`config.mk`:
```
export PLATFORM = sky130hd
export DESIGN_NAME = rf_dump_reader
export DESIGN_NICKNAME = d
export VERILOG_FILES = /design/src/rtl/rf_dump_reader.sv
export SDC_FILE = /design/constraint.sdc
export NUM_CORES = 1
export LEC_CHECK = 0
export BUFFER_PORTS_ARGS = -buffer_cell sky130_fd_sc_hd__buf_2
export CAP_MARGIN = 25
export CORE_MARGIN = 2
export CORE_UTILIZATION = 47
export CTS_CLUSTER_SIZE = 25
export DETAILED_ROUTE_END_ITERATION = 10
export PLACE_DENSITY_LB_ADDON = 0.08
export SETUP_SLACK_MARGIN = 0.1
export SLEW_MARGIN = 20
export SYNTH_ARGS = -nofsm -noshare
export SYNTH_HDL_FRONTEND = slang
export SYNTH_SLANG_ARGS = --single-unit
export TNS_END_PERCENT = 1
```
`constraint.sdc`:
```
create_clock -name clk -period 2 [get_ports clk]
set_input_delay 0.4 -clock clk [delete_from_list [all_inputs] [get_ports clk]]
set_output_delay 0.4 -clock clk [all_outputs]
set_load 0.03 [all_outputs]
```
`src/rtl/rf_dump_reader.sv`:
```
// Register-file dump engine: streams x[FIRST_REG..LAST_REG] over valid/ready.
// Define RF_DUMP_CKSUM_EN to append an XOR checksum word after the last register.
module rf_dump_reader #(
    parameter int FIRST_REG = 0,
    parameter int LAST_REG  = 31
) (
    input  logic        clk,
    input  logic        nrst,
    input  logic        start,
    output logic        busy,
    output logic        done,
    output logic [4:0]  rf_ra,
    input  logic [31:0] rf_rd,
    output logic        out_valid,
    input  logic        out_ready,
    output logic [31:0] out_data,
    output logic [4:0]  out_idx,
    output logic        out_last,
    output logic        out_cksum
);

    localparam logic [4:0] FIRST = 5'(FIRST_REG);
    localparam logic [4:0] LAST  = 5'(LAST_REG);

`ifdef RF_DUMP_CKSUM_EN
    typedef enum logic [1:0] {IDLE, READ, SEND, CKSUM} state_t;
`else
    typedef enum logic [1:0] {IDLE, READ, SEND} state_t;
`endif

    state_t      state, state_n;
    logic [4:0]  ptr, ptr_n;
    logic [31:0] acc, acc_n;
    logic        valid_n, last_n, done_n;
    logic [31:0] data_n;
    logic [4:0]  idx_n;
`ifdef RF_DUMP_CKSUM_EN
    logic        cks_n;
`endif

    assign rf_ra = ptr;
    assign busy  = (state != IDLE);

    always_comb begin
        state_n = state;
        ptr_n   = ptr;
        acc_n   = acc;
        valid_n = out_valid;
        data_n  = out_data;
        idx_n   = out_idx;
        last_n  = out_last;
        done_n  = 1'b0;
`ifdef RF_DUMP_CKSUM_EN
        cks_n   = out_cksum;
`endif
        unique case (state)
            IDLE: begin
                if (start) begin
                    ptr_n   = FIRST;
                    acc_n   = '0;
                    state_n = READ;
                end
            end
            READ: begin
                data_n  = rf_rd;
                idx_n   = ptr;
                acc_n   = acc ^ rf_rd;
                valid_n = 1'b1;
`ifdef RF_DUMP_CKSUM_EN
                last_n  = 1'b0;
`else
                last_n  = (ptr == LAST);
`endif
                state_n = SEND;
            end
            SEND: begin
                if (out_ready) begin
                    if (ptr != LAST) begin
                        valid_n = 1'b0;
                        ptr_n   = ptr + 5'd1;
                        state_n = READ;
                    end else begin
`ifdef RF_DUMP_CKSUM_EN
                        // acc already folds in the final register word
                        data_n  = acc;
                        cks_n   = 1'b1;
                        last_n  = 1'b1;
                        idx_n   = '0;
                        state_n = CKSUM;
`else
                        valid_n = 1'b0;
                        last_n  = 1'b0;
                        done_n  = 1'b1;
                        state_n = IDLE;
`endif
                    end
                end
            end
`ifdef RF_DUMP_CKSUM_EN
            CKSUM: begin
                if (out_ready) begin
                    valid_n = 1'b0;
                    cks_n   = 1'b0;
                    last_n  = 1'b0;
                    done_n  = 1'b1;
                    state_n = IDLE;
                end
            end
`endif
            default: state_n = IDLE;
        endcase
    end

    always_ff @(posedge clk or negedge nrst) begin
        if (!nrst) begin
            state     <= IDLE;
            ptr       <= '0;
            acc       <= '0;
            out_valid <= 1'b0;
            out_data  <= '0;
            out_idx   <= '0;
            out_last  <= 1'b0;
            done      <= 1'b0;
        end else begin
            state     <= state_n;
            ptr       <= ptr_n;
            acc       <= acc_n;
            out_valid <= valid_n;
            out_data  <= data_n;
            out_idx   <= idx_n;
            out_last  <= last_n;
            done      <= done_n;
        end
    end

`ifdef RF_DUMP_CKSUM_EN
    always_ff @(posedge clk or negedge nrst) begin
        if (!nrst) out_cksum <= 1'b0;
        else       out_cksum <= cks_n;
    end
`else
    assign out_cksum = 1'b0;
`endif

endmodule

```
==> impl_metrics.json <==
{
  "ys_seq_area_frac": 0.616,
  "ios": 83,
  "dr.pass1.iters": 4,
  "area_delta_synth_final_pct": 30.7,
  "r2r_cells": 6,
  "htreeDepth": 2,
  "place_hpwl_microns": 2910,
  "nFillCells": 337,
  "crit_path_start_kind": "register",
  "end_kind": "register",
  "cts_tree": "yes",
  "outcome": "finished clean",
  "clock-sinks": 47,
  "dieArea_sq_mm": 0.00459,
  "grt_max_degree": 35,
  "final.setup.tns_ps": 0,
  "ir_drop_uv": 1000,
  "synth_nets": 250,
  "power_frac_seq": 0.361,
  "drive_above_1_share": 0.345,
  "die_height_microns": 67.8,
  "period_share": 0.881,
  "internal_power_w": 0.00244,
  "drt_iter0_markers": 73,
  "cap_violations": 0,
  "clock_skew_ps": 3.61,
  "grtUsageTotal": 0.196,
  "diodes": 0,
  "r2r_slack_ps": 240,
  "p_sw_w": 0.00217,
  "grt_pass1_vias": 1447,
  "dpl_cell_area_sq_mm": 0.00238,
  "num_rows": 23,
  "wl_per_cell_microns": 11.8,
  "timing.rr.end": "rf_ra[3]$_DFFE_PN0P_",
  "worst-setup-path-type": "reg -> reg",
  "rr_startpoint": "rf_ra[0]$_DFFE_PN0P_",
  "hold_viol_final": 0,
  "ys_ff_latch": 47,
  "crit_arrival_ps": 1980,
  "syn-cell-area_sq_mm": 0.00191,
  "clk_latency_ps": 290,
  "antenna_left": 0,
  "p_clk_frac": 0.154,
  "ys.warnings.count": 0,
  "clock-root-buffer": "clkbuf_8",
  "cts_resized": 0,
  "grt_setup_unrepaired": "no",
  "worst_pin_slew_ps": 511,
  "relSlewSlack": 0.660,
  "vias": 1610,
  "fin_area_sq_mm": 0.00250,
  "synth_cell_type_count": 25,
  "fmax_mhz": 567,
  "cp_max_fo": 6,
  "min_period_ps": 1760,
  "grt-ovfl-total": 0,
  "synthCells": 211,
  "post-cts-setup-buffer-count": 0,
  "min_path_type": "in -> async",
  "start_util": 0.485,
  "p_per_area_mw_per_mm2": 1850,
  "fin_worst_hold_slack_ps": 64.8,
  "grt_antenna_before_repair": 0,
  "cts_buffers": 5,
  "nNetsFinal": 331,
  "clk_pin_slew_ps": 80,
  "swShare": 0.471,
  "setup_violations": 0,
  "p_comb_frac": 0.485,
  "cts.path.max_buffers": 2,
  "avgSynthCellArea_sq_um": 9.05,
  "grt_pass1_wl_microns": 6550,
  "leakage_nw": 1.43,
  "drv_slew": 0,
  "via_per_inst": 4.69,
  "die_w_microns": 67.8,
  "drt_wl_total_microns": 4040,
  "drc": 0,
  "required_ps": 2220,
  "postCtsHoldBufs": 0,
  "io_buffers": 81,
  "core_sq_mm": 0.00394,
  "globalplace.congestion": 0.848
}
## layout make-up
| class | instances | area, sq um | area share |
|---|---|---|---|
| clock buffer | 6 | 82.6 | 0.0331 |
| clock inverter | 2 | 35.0 | 0.0140 |
| inverter | 7 | 26.3 | 0.0105 |
| multi-input combinational | 144 | 662 | 0.265 |
| sequential | 47 | 1180 | 0.472 |
| tap | 50 | 62.6 | 0.0251 |
| timing repair buffer | 87 | 450 | 0.180 |
## through the flow
step | util | std cells | worst slack (ps) | total power (W)
after detailed placement | 0.604 | 335 | 242 | 0.00395
after global routing | 0.633 | 343 | 153 | 0.00499
final | 0.633 | 343 | 238 | 0.00461
after floorplan | - | 211 | 111 | 0.00328
after CTS | 0.633 | 343 | 226 | 0.00467
after global placement | 0.604 | 335 | 284 | 0.00392
## cell usage in the layout (no fill, tap or decap), drive strengths merged
master	synthesis	layout
or2	1	1
o221ai	2	2
nand3	5	5
or3	1	1
nand4bb	1	1
nor4bb	1	1
or3b	1	1
buf	10	87
nand2b	3	3
inv	7	7
o22ai	2	2
a21oi	3	3
bufinv	0	1
dfrtp	47	47
nor3b	1	1
clkbuf	3	6
nor2b	1	1
nand2	108	108
nor2	1	1
clkinv	0	1
o21ai	7	7
a21boi	1	1
ha	3	3
conb	1	1
and3	1	1
## worst max-delay path: stages, from the launching register on
cell and delay (ps):
dfrtp_2 450, ha_4 170, and3_1 190, ha_2 180
nand4bb_1 190, or3_1 360, a21boi_1 150
## cells in the mapped netlist
cell | number | share of area
buf_2 | 9 | 0.024
o21ai_0 | 2 | 0.0052
buf_4 | 1 | 0.0039
nor3b_1 | 1 | 0.0039
clkbuf_1 | 3 | 0.0059
o221ai_1 | 2 | 0.0092
and3_1 | 1 | 0.0033
or3b_1 | 1 | 0.0046
or3_1 | 1 | 0.0033
nand3_1 | 5 | 0.013
o21ai_1 | 5 | 0.013
nand2b_1 | 3 | 0.0098
conb_1 | 1 | 0.0020
dfrtp_1 | 47 | 0.62
nand2_1 | 108 | 0.21
ha_1 | 3 | 0.020
nor2b_1 | 1 | 0.0033
o22ai_1 | 2 | 0.0065
inv_1 | 7 | 0.014
nor2_1 | 1 | 0.0020
a21boi_1 | 1 | 0.0039
a21oi_1 | 3 | 0.0079
nor4bb_1 | 1 | 0.0052
nand4bb_1 | 1 | 0.0059
or2_2 | 1 | 0.0033
## routing by layer
| layer | GRT usage | wire length [microns] | share of wire | up-vias |
|---|---|---|---|---|
| li1 | - | - | - | 816 |
| met1 | 0.252 | 1820 | 0.45 | 731 |
| met2 | 0.311 | 1840 | 0.46 | 58 |
| met3 | 0.0633 | 328 | 0.081 | 5 |
| met4 | 0.0689 | 43 | 0.011 | 0 |
| met5 | 0 | 0 | 0 | - |
## flip-flops by register name (all words and copies together) (netlist names)
name,count
done,1
out_data,32
out_idx,5
out_last,1
out_valid,1
rf_ra,5
state,2
## power by group through the flow
stage | logic [W] | registers [W] | clock network (W)
4_1_cts | 0.00227 | 0.00167 | 0.000730
5_1_grt | 0.00249 | 0.00173 | 0.000777
3_3_place_gp | 0.00225 | 0.00167 | 0
2_1_floorplan | 0.000821 | 0.00246 | 0
6_report | 0.00224 | 0.00166 | 0.000709
3_5_place_dp | 0.00227 | 0.00168 | 0
## worst max path at each step
stage,startpoint,endpoint,depth (start not counted)
after floorplan,rf_ra[0]$_DFFE_PN0P_,rf_ra[3]$_DFFE_PN0P_,7
after global placement,rf_ra[0]$_DFFE_PN0P_,rf_ra[3]$_DFFE_PN0P_,6
after detailed placement,rf_ra[0]$_DFFE_PN0P_,rf_ra[3]$_DFFE_PN0P_,6
after CTS,rf_ra[0]$_DFFE_PN0P_,rf_ra[3]$_DFFE_PN0P_,6
after global routing,rf_ra[0]$_DFFE_PN0P_,rf_ra[3]$_DFFE_PN0P_,6
final,rf_ra[0]$_DFFE_PN0P_,rf_ra[3]$_DFFE_PN0P_,6
## cell families after synthesis
kind of cell               after synthesis  synth area share
buffers and inverters                   20            0.0472
adders and majority gates                3            0.0196
and+or+nand+nor                        125             0.270
AOI/OAI and AO/OA                       15            0.0458
other                                    1           0.00196
DFF                                     47             0.616
No activity file was read; power rests on OpenSTA's default activity.
